$ cat src/rtl/mem_port_arbiter.sv
// rtl/mem_port_arbiter.sv - two-requester round-robin arbiter onto one single-cycle memory port
module mem_port_arbiter (
  input  logic        aclk,
  input  logic        areset,
  input  logic        i_req,
  input  logic [31:0] i_addr,
  output logic        i_gnt,
  output logic        i_rvalid,
  output logic [31:0] i_rdata,
  input  logic        d_req,
  input  logic [31:0] d_addr,
  input  logic [31:0] d_wdata,
  input  logic [3:0]  d_we,
  output logic        d_gnt,
  output logic        d_rvalid,
  output logic [31:0] d_rdata,
  output logic [31:0] mem_addr,
  output logic [31:0] mem_wdata,
  input  logic [31:0] mem_rdata,
  output logic        mem_en,
  output logic [3:0]  mem_we
);

  // Owner encoding shared by last_owner and resp_owner.
  localparam logic OWNER_FETCH = 1'b0;
  localparam logic OWNER_DATA  = 1'b1;

  logic last_owner;
  logic resp_pending;
  logic resp_owner;
  logic grant_i;
  logic grant_d;
  logic read_grant;

  // Byte offsets are dropped: the port is word addressed.
  logic unused_addr_bits;
  assign unused_addr_bits = ^{i_addr[1:0], d_addr[1:0]};

  // Combinational arbitration; the requester that did not win last time wins a tie.
  always_comb begin
    grant_i = 1'b0;
    grant_d = 1'b0;
    if (!areset) begin
      if (i_req && d_req) begin
        grant_i = (last_owner == OWNER_DATA);
        grant_d = (last_owner == OWNER_FETCH);
      end else begin
        grant_i = i_req;
        grant_d = d_req;
      end
    end
  end

  // A data grant with no lane enables is a load and needs a response.
  assign read_grant = grant_i || (grant_d && (d_we == 4'h0));

  // Drive the shared port from the winner; everything idles at zero otherwise.
  always_comb begin
    mem_en    = 1'b0;
    mem_addr  = 32'h0;
    mem_wdata = 32'h0;
    mem_we    = 4'h0;
    if (grant_i) begin
      mem_en   = 1'b1;
      mem_addr = {2'b00, i_addr[31:2]};
    end else if (grant_d) begin
      mem_en    = 1'b1;
      mem_addr  = {2'b00, d_addr[31:2]};
      mem_wdata = d_wdata;
      mem_we    = d_we;
    end
  end

  assign i_gnt = grant_i;
  assign d_gnt = grant_d;

  // Read data is a straight wire from the port; only rvalid qualifies it.
  assign i_rdata = mem_rdata;
  assign d_rdata = mem_rdata;

  // rvalid is masked during reset so a read granted just before reset never reports.
  assign i_rvalid = !areset && resp_pending && (resp_owner == OWNER_FETCH);
  assign d_rvalid = !areset && resp_pending && (resp_owner == OWNER_DATA);

  // Round-robin history and the one-deep read response tracker.
  always_ff @(posedge aclk) begin
    if (areset) begin
      last_owner   <= OWNER_DATA;
      resp_pending <= 1'b0;
      resp_owner   <= OWNER_FETCH;
    end else begin
      if (grant_i) begin
        last_owner <= OWNER_FETCH;
      end else if (grant_d) begin
        last_owner <= OWNER_DATA;
      end
      resp_pending <= read_grant;
      resp_owner   <= grant_d ? OWNER_DATA : OWNER_FETCH;
    end
  end

endmodule

$ cat config.mk
export PLATFORM = sky130hd
export DESIGN_NAME = mem_port_arbiter
export DESIGN_NICKNAME = d
export VERILOG_FILES = /design/src/rtl/mem_port_arbiter.sv
export SDC_FILE = /design/constraint.sdc
export NUM_CORES = 1
export LEC_CHECK = 0
export CORE_AREA = 3 3 105 107
export CTS_BUF_LIST = sky130_fd_sc_hd__clkbuf_8 sky130_fd_sc_hd__clkbuf_16
export CTS_CLUSTER_DIAMETER = 100
export CTS_CLUSTER_SIZE = 30
export DETAILED_ROUTE_END_ITERATION = 7
export DIE_AREA = 0 0 108 110
export SLEW_MARGIN = 20
export SYNTH_ARGS = -nofsm -noshare
export SYNTH_HDL_FRONTEND = slang
export SYNTH_SLANG_ARGS = --single-unit
$ cat constraint.sdc
create_clock -name aclk -period 1.2 [get_ports aclk]
set_input_delay 0.12 -clock aclk [delete_from_list [all_inputs] [get_ports aclk]]
set_output_delay 0.12 -clock aclk [all_outputs]
set_load 0.05 [all_outputs]
After elaboration in Yosys (flattened, before gate mapping). Cells that the tools add are included.

Register bits after elaboration: 3. Bits of input ports: 136. Output and inout port bits: 137. Word-level logic and storage cells: 28.

Muxes and demuxes: 14. Bitwise gates (word level): 2. Reductions and logical operators: 9.

Operator list (number): 32-bit 2-to-1 mux (2); 30-bit 2-to-1 mux (2); 1-bit 2-to-1 mux (8); 4-bit 2-to-1 mux (2); 1-bit logical AND (5); 4-bit zero test (1); 1-bit inverter (2); 2-bit nonzero test (1); 1-bit zero test (1); 1-bit logical OR (1).

Longest topological paths before layout.
Depth in word-level cells: 5. Mapped depth: 5. Mapped depth without buffers: 3.

Worst setup path after synthesis. Ideal clock, no wire load.

Path kind: register -> output. Start point: reg last_owner. End point: out mem_wdata[22]. Arrival time: 1.689 ns. Required time: 1.080 ns. Setup slack: -0.609 ns. Cell stages (with the launch flop): 5. Path buffers: 1. Path through: dfxtp_1 nand2_1 and3b_1 clkbuf_1 and2_1.

Cells in the longest elaborated chain, start to end: 5. Elaborated cells on any way between the ends: 7. Classes of those cells: mux (6); bitwise (1).

Ends and longest elaborated chain: start, declared (line 28) `logic last_owner;`; start signal, assigned (line 88) `last_owner <= OWNER_DATA;`; start signal, assigned (line 93) `last_owner <= OWNER_FETCH;`; start signal, assigned (line 95) `last_owner <= OWNER_DATA;`; 1-bit inverter (line 46) `grant_d = (last_owner == OWNER_FETCH);`; 1-bit 2-to-1 mux (line 44) `if (i_req && d_req) begin`; 1-bit 2-to-1 mux (line 43) `if (!areset) begin`; via d_gnt (line 14) `output logic d_gnt,`; 32-bit 2-to-1 mux (line 66) `end else if (grant_d) begin`; 32-bit 2-to-1 mux (line 63) `if (grant_i) begin`; end, declared (line 18) `output logic [31:0] mem_wdata,`.

The timed path passes the listed nets, and every way through them passes these cells.

Final worst setup path.
Start point: reg last_owner. End point: out mem_addr[12].

Cells in the longest elaborated chain, start to end: 5. Elaborated cells on any way between the ends: 7. Classes of those cells: mux (6); bitwise (1).

Ends and longest elaborated chain: 1-bit inverter (line 46); 1-bit 2-to-1 mux (line 44); 1-bit 2-to-1 mux (line 43); 30-bit 2-to-1 mux (line 66); 30-bit 2-to-1 mux (*) (line 63); end, declared (line 17) `output logic [31:0] mem_addr,`.

Every way passes the cells marked *; elsewhere a longest branch is shown, timed or not.

==> reports/results.tsv <==
stage	metric	value	unit
clock_tree	clock buffer depth	2	
yosys	XOR/XNOR Fraction of Synth Area	0	%
clock_tree	Hold Buf Count CTS	0	
yosys	main flop type after synthesis	dfxtp_1	
clock_tree	clock slew seen by the registers of the worst setup and hold paths	0.03	ns
setup_path	CP bufs+invs	4	
layout	Antenna Cells	0	
yosys	Post-Synth Adder-Cell Area	0	%
floorplanning	core area	10230	µm²
yosys	Post-Synth Simple-Gate Area	25.26	%
layout	layout cells sized above 1	60.14	%
setup_path	WS Path Type	reg -> out	
timing	Max Slew Vio Count	0	
setup_path	crit-path leading delay family	buffers and inverters	
worst_hold_path	HP Class	in -> out	
layout	FILL cells	981	
layout	Final Util	39.44	%
floorplanning	Initial Util	11.67	%
global_routing	largest net degree at the start of global routing	20	
floorplanning	Core Rows	37	
layout	Area Overhead vs Synth	238.1	%
routing	drt via density	3.796	
global_routing	first-pass GRT wire length	9349	µm
timing	final setup TNS	-26.68	ns
timing	Post-Route Skew	0.001251	ns
setup_path	Crit path largest cell delay	0.32	ns
global_routing	grt total ovfl	0	
yosys	mux share of post-synthesis cell area	0	%
setup_path	Max FO, Critical Path	8	
clock_tree	Root Driver	clkbuf_8	
timing	unrepaired setup endpoints after global routing	true	
yosys	Mapped Avg Cell Area	7.507	µm²
status	violated checks	setup timing	
setup_path	Critical Path AT	1.52	ns
global_routing	gr usage total	10.39	%
clock_tree	CTS Sinks	3	
yosys	flops & latches, synth	3	
yosys	Mapped Cells	159	
floorplanning	Die X	108	µm
timing	setup ws final	-0.4401	ns
timing	final hold violations	0	
routing	detailed-route wire length	6683	µm
timing	Max Freq	609.7	MHz
timing	Final period util	136.7	%
floorplanning	Ports	273	
yosys	EDFF count, synth	0	
yosys	Yosys Warn Count	0	
power_and_ir_drop	PD cells	546.2	nW/µm²
setup_path	Worst EP required	1.08	ns
placement	routability cong.	0.7114	
setup_path	slowest stage cell, crit path	dfxtp_2	
global_routing	vias in the first global route	1681	
routing	via count	1583	
routing	First-pass DRT Iterations	4	
placement	Post-DP HPWL	4891	µm
placement	port bufs	170	
power_and_ir_drop	Lkg Pwr	1.717	nW
global_routing	initial antenna violation count	0	
job	Max-Cap Viols	0	
clock_tree	Inserted Clock Buffers	3	
clock_tree	Clk Latency, worst-skew pair	0.21	ns
setup_path	Worst Setup Start Kind	flop	
floorplanning	Die Span Y	110	µm
clock_tree	H-tree Lvls	1	
routing	Iter 0 DRT Violations	32	
routing	wire per inst	16.03	µm
clock_tree	CTS tree	yes	
yosys	largest family of logic cells by synthesized area	buffers and inverters	
timing	Post-Route Hold Slack	0.2400	ns
power_and_ir_drop	Peak supply drop	355.2	µV
layout	Final #Nets	418	
timing	Final Setup Violations	69	
yosys	post-synthesis sequential area ratio	5.031	%
yosys	post-synthesis compound-gate area fraction	23.06	%
yosys	Synth async-reset ratio	0	%
timing	Tmin final	1.640	ns
yosys	mapped cell area	1194	µm²
setup_path	cell breakdown of the critical path	buf_6, nor2b_4, nor3b_4, buf_6, buf_12, a22o_4, buf_12	
routing	DRC violations left	0	
yosys	distinct cell type count after synthesis	18	
setup_path	Worst Setup End Kind	primary output	
routing	Final ANT Viol Nets	0	
floorplanning	Die ar.	11880	µm²
status	outcome	finished, violations left	
==> area by class of cell <==
class	count	area (µm²)	share of cell area, %
Sequential cell	3	61.31	1.519
Tap cell	136	170.2	4.217
Clock inverter	1	3.754	0.09302
Multi-Input combinational cell	81	959.7	23.78
Clock buffer	3	41.29	1.023
Timing Repair Buffer	193	2799	69.36
==> kinds of logic after synthesis <==
kind of cell           Yosys count
other                            1
buffers and inverters           76
DFF                              3
and+or+nand+nor                 47
AOI/OAI and AO/OA               32
==> final timing paths <==
path,depth (start not counted),from,endpoint,slack [ns]
hold reg to reg,4,last_owner,last_owner,0.71
hold / removal,0,mem_rdata[19],d_rdata[19],0.24
setup reg to reg,7,last_owner,resp_pending,-0.02
setup / recovery,7,last_owner,mem_addr[12],-0.44
==> power breakdown <==
part           internal (W)  switching, W
Clock              0.000218     0.0000684
Sequential         0.000107    0.00000408
Combinational       0.00103      0.000775
==> synth_stat cells, types with 2 or more instances <==
master	number	share of area, %
a22o_1	30	22
and2_1	36	19
and3b_1	3	2.2
buf_2	4	1.7
buf_4	66	42
buf_6	2	1.9
clkbuf_1	4	1.3
dfxtp_1	3	5.0
nor2_1	2	0.63
==> layer usage <==
layer  global-route usage [%]  routed length, µm  up-vias
li1                         -                  -      715
met1                    11.47               2283      729
met2                    18.03               3397      117
met3                    2.737                778       22
met4                    6.041                223        0
met5                        0                  0        -
==> flip-flops by register name, summed over array words and instances, names as in the netlist <==
name	cells
last_owner	1
resp_owner	1
resp_pending	1
==> cell usage in the layout, fill, tap and decap left out, types with 3 or more instances in the layout <==
cell type / Yosys / routed
buf_4: 66 / 6
and2_4: 0 / 36
a22o_4: 0 / 30
dlygate4sd2_1: 0 / 3
clkbuf_8: 0 / 3
buf_6: 2 / 6
buf_16: 0 / 6
clkdlybuf4s50_1: 0 / 96
buf_12: 0 / 75
==> metrics by stage <==
| step | setup slack [ns] | cell area [µm²] | cells | total power [W] |
|---|---|---|---|---|
| after floorplan | -0.2296 | 1451 | 160 | 0.001384 |
| after global placement | -0.4696 | 3573 | 398 | 0.001724 |
| after detailed placement | -0.5064 | 3573 | 398 | 0.001734 |
| after CTS | -0.4491 | 4005 | 414 | 0.002215 |
| after global routing | -0.4953 | 4035 | 417 | 0.002295 |
| final | -0.4401 | 4035 | 417 | 0.002204 |
==> timing repair <==
action                     CTS  global route
pin swaps                   21            18
hold endpoints to repair     0             0
gates resized for setup     39             2
setup endpoints to repair   72            69
buffers inserted             5             3
gates cloned                 7             0
(Power assumes the default switching activity.)
